### config.mk
export PLATFORM = sky130hd
export DESIGN_NAME = soml_stbc_encoder_flat
export DESIGN_NICKNAME = d
export VERILOG_FILES = /design/src/rtl/soml_stbc_encoder_if.sv /design/src/rtl/soml_stbc_encoder.sv /design/src/flat_wrapper.sv
export SDC_FILE = /design/constraint.sdc
export NUM_CORES = 1
export LEC_CHECK = 0
export ABC_AREA = 1
export CAP_MARGIN = 20
export CORE_ASPECT_RATIO = 0.6
export CORE_MARGIN = 5
export CORE_UTILIZATION = 25
export CTS_BUF_LIST = sky130_fd_sc_hd__clkbuf_16
export DETAILED_ROUTE_END_ITERATION = 6
export GPL_TIMING_DRIVEN = 0
export PLACE_DENSITY = 0.64
export SYNTH_ARGS = -nofsm -noshare
export SYNTH_HDL_FRONTEND = slang
export SYNTH_SLANG_ARGS = --single-unit
### constraint.sdc
create_clock -name clk -period 1.5 [get_ports clk]
set_input_delay 0.225 -clock clk [delete_from_list [all_inputs] [get_ports clk]]
set_output_delay 0.225 -clock clk [all_outputs]
set_load 0.005 [all_outputs]
### src/rtl/soml_stbc_encoder_if.sv
// Handshake and sample bus between the SOML STBC encoder and its neighbours.
// The encoder uses the slave view; the block feeding it and draining it uses the master view.
interface soml_stbc_encoder_if #(
    parameter int N     = 32,
    parameter int CNT_W = 16
);
    logic             in_valid;
    logic             in_ready;
    logic [7:0]       in_bits;
    logic             out_valid;
    logic             out_ready;
    logic             out_slot;
    logic [N-1:0]     tx1_i;
    logic [N-1:0]     tx1_q;
    logic [N-1:0]     tx2_i;
    logic [N-1:0]     tx2_q;
    logic [CNT_W-1:0] blk_cnt;

    modport slave (
        input  in_valid, in_bits, out_ready,
        output in_ready, out_valid, out_slot,
        output tx1_i, tx1_q, tx2_i, tx2_q, blk_cnt
    );

    modport master (
        output in_valid, in_bits, out_ready,
        input  in_ready, out_valid, out_slot,
        input  tx1_i, tx1_q, tx2_i, tx2_q, blk_cnt
    );
endinterface

### src/rtl/soml_stbc_encoder.sv
// 2-antenna Alamouti encoder for pairs of 16-QAM symbols, emitted over two handshaked slots.
// Define SOML_ENC_GRAY_EN to switch the 2-bit field to 4-PAM mapping from natural binary to Gray.
module soml_stbc_encoder #(
    parameter int N     = 32,
    parameter int Q     = 22,
    parameter int CNT_W = 16
) (
    input  logic                 clk,
    input  logic                 rst_n,
    soml_stbc_encoder_if.slave   bus
);

    if (Q > N - 3) begin : g_param_check
        $error("soml_stbc_encoder: Q must not exceed N-3");
    end

    typedef enum logic [1:0] {
        IDLE  = 2'd0,
        SLOT0 = 2'd1,
        SLOT1 = 2'd2
    } state_e;

    localparam logic signed [N-1:0] LVL_P1 = N'(1) << Q;
    localparam logic signed [N-1:0] LVL_P3 = N'(3) << Q;
    localparam logic signed [N-1:0] LVL_M1 = -LVL_P1;
    localparam logic signed [N-1:0] LVL_M3 = -LVL_P3;

    state_e                 state_q, state_d;
    logic signed [N-1:0]    lvl_q [4];
    logic signed [N-1:0]    lvl_d [4];
    logic signed [N-1:0]    new_lvl [4];
    logic signed [N-1:0]    tx_q [4];
    logic signed [N-1:0]    tx_d [4];
    logic [CNT_W-1:0]       blk_cnt_q, blk_cnt_d;
    logic                   in_ready;
    logic                   accept;

    // Field order in new_lvl/lvl_q: 0=I1, 1=Q1, 2=I2, 3=Q2 (MSB pair first).
    for (genvar gi = 0; gi < 4; gi++) begin : g_map
        logic [1:0] field;
        logic [1:0] idx;
        assign field = bus.in_bits[7-2*gi -: 2];
`ifdef SOML_ENC_GRAY_EN
        assign idx = {field[1], field[1] ^ field[0]};
`else
        assign idx = field;
`endif
        assign new_lvl[gi] = (idx == 2'd0) ? LVL_M3 :
                             (idx == 2'd1) ? LVL_M1 :
                             (idx == 2'd2) ? LVL_P1 : LVL_P3;
    end

    assign in_ready = (state_q == IDLE) || ((state_q == SLOT1) && bus.out_ready);
    assign accept   = bus.in_valid && in_ready;

    always_comb begin
        state_d   = state_q;
        blk_cnt_d = blk_cnt_q;
        lvl_d     = lvl_q;
        tx_d      = tx_q;
        case (state_q)
            IDLE: begin
                if (accept) begin
                    lvl_d   = new_lvl;
                    tx_d    = new_lvl;
                    state_d = SLOT0;
                end
            end
            SLOT0: begin
                // Second slot: tx1 = -conj(s2), tx2 = conj(s1).
                if (bus.out_ready) begin
                    tx_d[0] = -lvl_q[2];
                    tx_d[1] =  lvl_q[3];
                    tx_d[2] =  lvl_q[0];
                    tx_d[3] = -lvl_q[1];
                    state_d = SLOT1;
                end
            end
            SLOT1: begin
                if (bus.out_ready) begin
                    blk_cnt_d = blk_cnt_q + CNT_W'(1);
                    if (accept) begin
                        lvl_d   = new_lvl;
                        tx_d    = new_lvl;
                        state_d = SLOT0;
                    end else begin
                        state_d = IDLE;
                    end
                end
            end
            default: state_d = IDLE;
        endcase
    end

    always_ff @(posedge clk or negedge rst_n) begin
        if (!rst_n) begin
            state_q   <= IDLE;
            blk_cnt_q <= '0;
            for (int i = 0; i < 4; i++) begin
                lvl_q[i] <= '0;
                tx_q[i]  <= '0;
            end
        end else begin
            state_q   <= state_d;
            blk_cnt_q <= blk_cnt_d;
            lvl_q     <= lvl_d;
            tx_q      <= tx_d;
        end
    end

    assign bus.in_ready  = in_ready;
    assign bus.out_valid = (state_q != IDLE);
    assign bus.out_slot  = (state_q == SLOT1);
    assign bus.tx1_i     = tx_q[0];
    assign bus.tx1_q     = tx_q[1];
    assign bus.tx2_i     = tx_q[2];
    assign bus.tx2_q     = tx_q[3];
    assign bus.blk_cnt   = blk_cnt_q;

endmodule

### src/flat_wrapper.sv
// flat-port wrapper written by rule: the top's interface ports become plain ports
module soml_stbc_encoder_flat 
#(
    parameter int N     = 32,
    parameter int Q     = 22,
    parameter int CNT_W = 16
)
  (clk, rst_n, bus_in_valid, bus_in_bits, bus_out_ready, bus_in_ready, bus_out_valid, bus_out_slot, bus_tx1_i, bus_tx1_q, bus_tx2_i, bus_tx2_q, bus_blk_cnt);
  soml_stbc_encoder_if #(.N(N), .CNT_W(CNT_W)) bus_i ();
  input  logic clk;
  input  logic rst_n;
  input wire logic [$bits(bus_i.in_valid)-1:0] bus_in_valid;
  input wire logic [$bits(bus_i.in_bits)-1:0] bus_in_bits;
  input wire logic [$bits(bus_i.out_ready)-1:0] bus_out_ready;
  output wire logic [$bits(bus_i.in_ready)-1:0] bus_in_ready;
  output wire logic [$bits(bus_i.out_valid)-1:0] bus_out_valid;
  output wire logic [$bits(bus_i.out_slot)-1:0] bus_out_slot;
  output wire logic [$bits(bus_i.tx1_i)-1:0] bus_tx1_i;
  output wire logic [$bits(bus_i.tx1_q)-1:0] bus_tx1_q;
  output wire logic [$bits(bus_i.tx2_i)-1:0] bus_tx2_i;
  output wire logic [$bits(bus_i.tx2_q)-1:0] bus_tx2_q;
  output wire logic [$bits(bus_i.blk_cnt)-1:0] bus_blk_cnt;
  assign bus_i.in_valid = bus_in_valid;
  assign bus_i.in_bits = bus_in_bits;
  assign bus_i.out_ready = bus_out_ready;
  assign bus_in_ready = bus_i.in_ready;
  assign bus_out_valid = bus_i.out_valid;
  assign bus_out_slot = bus_i.out_slot;
  assign bus_tx1_i = bus_i.tx1_i;
  assign bus_tx1_q = bus_i.tx1_q;
  assign bus_tx2_i = bus_i.tx2_i;
  assign bus_tx2_q = bus_i.tx2_q;
  assign bus_blk_cnt = bus_i.blk_cnt;
  soml_stbc_encoder #(.N(N), .Q(Q), .CNT_W(CNT_W)) u_core (.clk(clk), .rst_n(rst_n), .bus(bus_i));
endmodule
==> Word-level counts from Yosys, hierarchy flattened <==
Index checks and enable logic that the tools add are counted.
{ "op_classes": {"order_cmp": 0, "reduce_logical": 15, "n_div": 0, "n_bitwise": 0, "n_shift": 0, "n_eq_ne": 13, "multipliers": 0, "addsub": 3, "n_mux": 24} }
{ "ops": {"columns": ["operator", "count"], "rows": [
  ["$mux 128", 5],
  ["$pmux 128 s3", 1],
  ["$mux 32", 8],
  ["$pmux 128 s2", 1],
  ["$mux 24", 4],
  ["$neg 32->32", 2],
  ["$add 16x1->16 const B", 1],
  ["$eq 2x1->1 const B", 5],
  ["$eq 2x2->1 const B", 5],
  ["$logic_not 2->1", 5],
  ["$mux 2", 3],
  ["$pmux 2 s3", 1],
  ["$reduce_and 3->1", 2],
  ["$ne 2x2->1 const B", 2],
  ["$reduce_and 2->1", 2],
  ["$reduce_bool 2->1", 2],
  ["$reduce_bool 3->1", 1],
  ["$logic_and 1x1->1", 2],
  ["$ne 2x1->1 const B", 1],
  ["$logic_or 1x1->1", 1],
  ["$mux 1", 1]
]} }
{ "totals": {"inputBits": 12, "latch_bits": 0, "ff_bits": 274, "mem_count": 0, "romBits": 0, "mem_bits_rw": 0, "wordCells": 65} }

==> Longest topological paths before layout <==
Gate-level depths: netlist of run 1.
{ "logic_depth": {"word_depth": 7, "ltp_mapped": 9, "mapped_depth_nobuf": 8} }

==> Least setup slack after synthesis of run 1 <==
No wires, ideal clock.
{ "synth_timing": {"kind": "register to register", "startpoint": "register u_core.blk_cnt_q[0], in the netlist u_core.bus.blk_cnt[0]", "endpoint": "register u_core.blk_cnt_q[12], in the netlist u_core.bus.blk_cnt[12]", "required_time_ps": 1383, "path_stages_with_launch": 9, "n_path_buf": 0, "period_less_slack_ps": 1261, "setup_time_ps": 117, "t_arrival_ps": 1144, "slack_ps": 239, "path_cell_list": "dfrtp_1 > ha_1 > nand3_1 > nor2_4 > nand2_2 > nor2_4 > nand2_1 > nand2_1 > nand2_1"} }
{ "synth_via": {"elab_chain_cells": 1} }
{ "synth_lines": {"columns": ["item", "line", "source"], "rows": [
  ["start, declared", "soml_stbc_encoder.sv:34", "logic [CNT_W-1:0] blk_cnt_q, blk_cnt_d;"],
  ["start signal, assigned", "soml_stbc_encoder.sv:105", "blk_cnt_q <= blk_cnt_d;"],
  ["$add 16x1->16", "soml_stbc_encoder.sv:81", "blk_cnt_d = blk_cnt_q + CNT_W'(1);"]
]} }
Every way passes these cells.
A chain may end at the register's enable or synchronous reset.

==> Worst setup path in the final report of run 1 <==
{ "layout_timing": {"startpoint": "register u_core.state_q[0]", "endpoint": "output bus_out_slot"} }
{ "layout_via": {"elab_chain_cells": 1} }
{ "layout_lines": {"columns": ["item", "line", "source"], "rows": [
  ["start, declared", "soml_stbc_encoder.sv:28", "state_e state_q, state_d;"],
  ["start signal, assigned", "soml_stbc_encoder.sv:104", "state_q <= state_d;"],
  ["$eq 2x2->1", "soml_stbc_encoder.sv:113", "assign bus.out_slot = (state_q == SLOT1);"],
  ["end, declared", "flat_wrapper.sv:17", "output wire logic [$bits(bus_i.out_slot)-1:0] bus_out_slot;"]
]} }
Every way passes these cells.

==> impl_results.md, run 1 <==
- Outcome: finished clean
- Crit path from: u_core.state_q[0]
- Synthesized cell area: 2980 µm²
- R2r startpoint: u_core.state_q[0]
- Top cell type's share of synthesized area: between 30% and 40%
- Tmin final: 1.46 ns
- WL per Instance: 10.7 µm
- CTS sink cnt: 42
- ANT cells: 0
- Initial antenna violation count: 0
- Largest net degree at the start of global routing: 37
- Detailed Routing Iterations Pass 1: 4
- GPL Wtd Cong: 0.802
- Worst path slowest cell: dfrtp_1
- Final setup violation count: 0
- Syn Inst Count: 346
- CTS tree: done
- Crit path buf inv count: 2
- Sequential Area: 1060 µm²
- Leak Pwr: 0.00250 µW
- #FFs+latches synth: 42
- WS Path Type: register to primary output
- Dpl hpwl: 5990 µm
- Worst EP required: 1.27 ns
- Syn avg cell area: between 8 and 9 µm²
- Critical path's largest stage delay: ~0.38 ns
- Reg2reg end: u_core.bus.blk_cnt[12]
- Root Driver: clkbuf_16
- WL final: 7470 µm
- # DRC: 0
- Clk buf depth: 2
- Worst-path clk slew: approximately 0.06 ns
- Number of port buffers: 70
- Final period util: 97.1%
- Type of the worst min-delay path: input port to asynchronous set/reset pin
- PwrDens: 1460 nW/µm²
- Core area: between 10,000 and 15,000 µm²
- Die W: about 150 µm
- Ys async rst share: 100%
- Worst setup EP type: primary output
- RSZ-0062 raised after global routing: true
- Commonest cells post-synth: buf_4, nand2_1, dfrtp_1, inv_1, nor2_1
- Crit. path cell count: 3
- Vert. Die Dim: 94.6 µm
- Vias in the first global route: 2,254
- Clk_lat worst skew: 0.28 ns
- Total grt overflow: 0
- Fin util: 39.7%
- Main synth FF type: dfrtp_1
- Full die area: 14,300 µm²
- Worst Setup EP: bus_out_slot
- Post-synth cell types: 30
- # fillers: 1,183
- Max-slew violation count: 0
- H-tree levels: 2
- First-pass GRT wire length: between 10,000 and 15,000 µm
- Reg2Reg Depth: 10
- MaxCap Viol Count: 0
- Antenna Nets Post-Route: 0
- Starting density of the core: 25.9%
- Via-per-instance ratio: 3.42
- Iteration-0 DRC Markers: 94
- WP data arrival: 1.23 ns
- Clock skew: between 0.006 and 0.007 ns
- Achievable frequency: between 600 and 700 MHz
- Area Growth Syn to Fin: 53.0%
- Worst ir drop on vdd: 0.000526 V
- Crit path max-delay family: buffers and inverters
- Yosys warning count: 0
- # IOs: 159
- Multi-input logic area: 1240 µm²
- CTS buffer count: 5
- R2r setup slk: 0.06 ns
- Finished Layout Cells: approximately 700
- Most instantiated library cell after synthesis: buf_4
- Final nets: around 560
- CP cell instances: buf_6 -> nor2_1 -> dlygate4sd2_1
- Site Rows: 30
- Register area share after synthesis: a little over a third
- Synth area leader: dfrtp_1
- Ratio of cells with drive above 1 in the final layout: ~35%
- Placed Cells: 664
- Worst Path Max Fanout: 5
- Post-synth EDFFs: 0
- Synth top area cells: dfrtp_1, buf_4, nand2_1, nand3_1, inv_1
- Crit path launch type: register
- Routed via count: 2,383
- Final hold vios: 0
- Total GRT Usage: 9.91%
## cell families (layout without fill, tap and decap cells)
group / after synthesis / after routing / share of synthesized area, %
buffers and inverters: 146 / 250 / 34.3
and+or+nand+nor: 110 / 110 / 18.4
DFF: 42 / 42 / 35.3
AOI/OAI and AO/OA: 28 / 28 / 5.33
xor gates and xnor gates: 11 / 11 / 3.23
adders and majority gates: 7 / 7 / 2.94
other: 1 / 88 / 0.126
muxes: 1 / 1 / 0.378
## registers in the layout (all words and copies together), names as in the netlist
register	count
u_core.bus.tx2_i	2
u_core.lvl_q	9
u_core.bus.tx1_i	6
u_core.bus.tx1_q	2
u_core.state_q	2
u_core.bus.blk_cnt	16
u_core.bus.tx2_q	5
## final cells by class
cell class              count  area share, %
multi-input cells         245           27.2
flip-flops and latches     42           23.2
plain buffers             119           20.1
repair buffers             97           19.3
well taps                 160           4.39
clock buffers               5           2.75
inverters                  26           2.25
clock inverters             3          0.906
## power breakdown
part | total, µW | switching, µW | leakage [µW] | internal, µW
Combinational | 3650 | 1610 | 0.00191 | 2050
Sequential | 1770 | 258 | 0.000503 | 1520
Clock | 1210 | 434 | 0.0000812 | 779
## per-stage QoR
stage / area, µm² / setup TNS, ns / total power, µW / hold slack [ns] / setup WS, ns
after global routing: 4560 / -0.0866 / 7150 / 0.344 / -0.0502
after detailed placement: 4220 / -6.86 / 5400 / 0.0829 / -0.417
after floorplan: 3310 / 0 / 3760 / -0.0706 / 0.239
after CTS: 4460 / 0 / 6630 / 0.325 / 0.00380
final: 4560 / 0 / 6640 / 0.326 / 0.0431
after global placement: 4210 / -46.25 / 5310 / 0.462 / -0.961
## metal layers
| metal | vias to the layer above | GRT usage (%) | share of wire, % |
|---|---|---|---|
| met5 | - | 0 | 0 |
| met4 | 0 | 1.81 | 0.54 |
| met3 | 2 | 2.06 | 4.6 |
| met2 | 49 | 16.8 | 50 |
| met1 | 1073 | 13.2 | 45 |
| li1 | 1259 | - | - |
## placed cells by master, fill, tap and decap left out, types with 2 or more instances in the layout
cell               n
buf_4            140
o21ai_0           16
buf_12             2
clkbuf_16          5
nand2_4            2
nand2_8            2
xnor2_1            6
conb_1            88
buf_6              5
dlymetal6s2s_1     3
a21oi_1            6
dlygate4sd2_1     21
inv_4              2
buf_2              3
nor2_1            20
nor2_2             5
xor2_1             5
clkdlybuf4s50_1   39
nor2_4             3
dfrtp_1           37
nand4_1            3
nand2_1           52
a21oi_2            5
nand3_1           18
ha_1               7
dfrtp_2            5
inv_1             25
## timing repair
action                     in CTS  in global routing
hold endpoints to repair        6                  0
buffers inserted               14                 11
pin swaps                       1                  5
resized for setup              33                 11
hold buffers                    1                  0
cloned                          0                  0
setup endpoints to repair      30                 19
## worst min path at each step
stage	start	to	slack (ns)
after floorplan	rst_n	u_core.bus.blk_cnt[0]	-0.07
after global placement	u_core.lvl_q[126]	u_core.lvl_q[126]	0.46
after detailed placement	rst_n	u_core.lvl_q[119]	0.08
after global routing	rst_n	u_core.bus.tx1_i[23]	0.34
final	rst_n	u_core.bus.tx1_i[23]	0.33
after CTS	rst_n	u_core.bus.tx1_i[23]	0.33
(Power assumes the default switching activity.)
==> run 2: changes to the inputs <==
GPL_ROUTABILITY_DRIVEN = 0   (was not set)
==> results of run 2 <==
The final DEF is identical to that of run 1; final timing and power are the same.
==> run 3: changes to the inputs <==
HOLD_SLACK_MARGIN = 0.02   (was not set)
RECOVER_POWER = 50   (was not set)
==> impl_results.md, run 3 (synthesis gave the netlist of run 1 again) <==
- Iteration-0 DRC Markers: 96 (+2.1%)
- Number of port buffers: 70 (unchanged)
- CTS sink cnt: 42 (unchanged)
- Vert. Die Dim: 94.6 µm (unchanged)
- Place WS: -0.417 ns (unchanged)
- Initial antenna violation count: 0 (unchanged)
- Area Growth Syn to Fin: 52.5%
- CTS buffer count: 5 (unchanged)
- Antenna Nets Post-Route: 0 (unchanged)
- WP data arrival: 1.23 ns (about the same)
- Full die area: 14,300 µm² (unchanged)
- Final TNS setup: 0 ns (unchanged)
- Via-per-instance ratio: 3.40 (-0.67%)
- WL final: 7470 µm (about the same)
- Worst ir drop on vdd: 0.000525 V (-0.18%)
- Type of the worst min-delay path: input port to asynchronous set/reset pin
- # fillers: 1,183 (unchanged)
- Dpl hpwl: 5990 µm (unchanged)
- Site Rows: 30 (unchanged)
- Total GRT Usage: 9.91% (unchanged)
- # IOs: 159 (unchanged)
- Clk buf depth: 2 (unchanged)
- PnR worst setup slack: 0.0429 ns (-0.000254 ns)
- H-tree levels: 2 (unchanged)
- Most frequent cells in the layout: buf_4, conb_1, nand2_1
- Clock skew: 0.00593 ns (-0.000345 ns)
- MaxCap Viol Count: 0 (unchanged)
- Root Driver: clkbuf_16
- Total grt overflow: 0 (unchanged)
- Commonest non-fill, non-tap cell in the layout: buf_4
- Achievable frequency: 686 MHz (about the same)
- WS Path Type: register to primary output
- Vias in the first global route: 2,254 (unchanged)
- Worst-path clk slew: 0.06 ns (about the same)
- Tmin final: 1.46 ns (+0.000254 ns)
- Worst EP required: 1.27 ns (about the same)
- ANT cells: 0 (unchanged)
- CTS tree: done
- WL per Instance: 10.7 µm (about the same)
- Slew margin rel.: between 60% and 70%
- Routed via count: 2,367 (-0.67%)
- # DRC: 0 (unchanged)
- PwrDens: 1460 nW/µm² (+0.26%)
- Final period util: 97.1% (about the same)
- Die W: 151 µm (unchanged)
- Ratio of cells with drive above 1 in the final layout: 34.5% (-0.19 points)
- Starting density of the core: 25.9% (unchanged)
- Detailed Routing Iterations Pass 1: 4 (unchanged)
- Crit path launch type: register
- Largest net degree at the start of global routing: 37 (unchanged)
- Worst Path Max Fanout: 5 (unchanged)
- Worst setup EP type: primary output
- Final setup violation count: 0 (unchanged)
- RSZ-0062 raised after global routing: true
- Max-slew violation count: 0 (unchanged)
- First-pass GRT wire length: 11,600 µm (unchanged)
- Final hold vios: 0 (unchanged)
- Outcome: finished clean
- Core area: 11,500 µm² (unchanged)
- Worst slew pin tran: 0.508 ns
- Clk_lat worst skew: 0.28 ns (about the same)
- Final nets: 555 (unchanged)
- Leak Pwr: 0.00249 µW (-0.30%)
- Max reg flops: 16 (unchanged)
## run 3: critical path, cell delays in order (launching register included)
cell and delay [ns]:
dfrtp_1 0.38, buf_6 0.13, nor2_1 0.16, dlygate4sd2_1 0.28
## run 3: what timing repair did
action,4_1_cts,5_1_grt
hold buffers,1,0
pin swaps,1,5
setup buffers,14,11
gates resized for setup,33,11
endpoints found under the hold margin,6,0
setup endpoints to repair,30,19
## run 3: layer usage
layer  GRT usage, %  vias to the layer above  wire, µm
li1               -                     1256         -
met1           13.2                     1065      3350
met2           16.8                       44      3750
met3           2.06                        2       324
met4           1.81                        0        40
met5              0                        -         0
## run 3: final cells by class
class | instances | area (µm²) | share of cell area (%)
Inverter | 26 | 103 | 2.26
Buffer | 119 | 915 | 20.1
Timing Repair Buffer | 97 | 865 | 19.0
Multi-Input combinational cell | 245 | 1240 | 27.2
Clock buffer | 5 | 125 | 2.75
Tap cell | 160 | 200 | 4.41
Sequential cell | 42 | 1060 | 23.3
Clock inverter | 3 | 41.3 | 0.909
## run 3: report_power, final
| group | total (µW) | switching, µW | internal [µW] |
|---|---|---|---|
| combinational | 3650 | 1610 | 2040 |
| sequential | 1770 | 259 | 1520 |
| clock | 1210 | 434 | 779 |
## run 3: worst paths after layout
check                      slack, ns                endpoint  cells past startpoint         startpoint
hold reg to reg                 0.49       u_core.lvl_q[119]                      2  u_core.lvl_q[119]
hold / removal                  0.37    u_core.bus.tx1_i[23]                      2              rst_n
min in group clk                0.47       u_core.state_q[1]                      2      bus_out_ready
setup reg to reg                0.06  u_core.bus.blk_cnt[12]                     10  u_core.state_q[0]
max in group asynchronous       0.22   u_core.bus.blk_cnt[7]                      3              rst_n
setup / recovery                0.04            bus_out_slot                      3  u_core.state_q[0]
## run 3: metrics by stage
stage	total power (µW)	instance area (µm²)	util (%)	instances	hold slack, ns
6_report	6640	4540	39.6	697	0.375
5_1_grt	7140	4540	39.6	697	0.422
4_1_cts	6630	4460	38.8	686	0.325
3_5_place_dp	5400	4220	36.8	664	0.0829
3_3_place_gp	5310	4210	36.6	663	0.462
2_1_floorplan	3760	3310	-	433	-0.0706
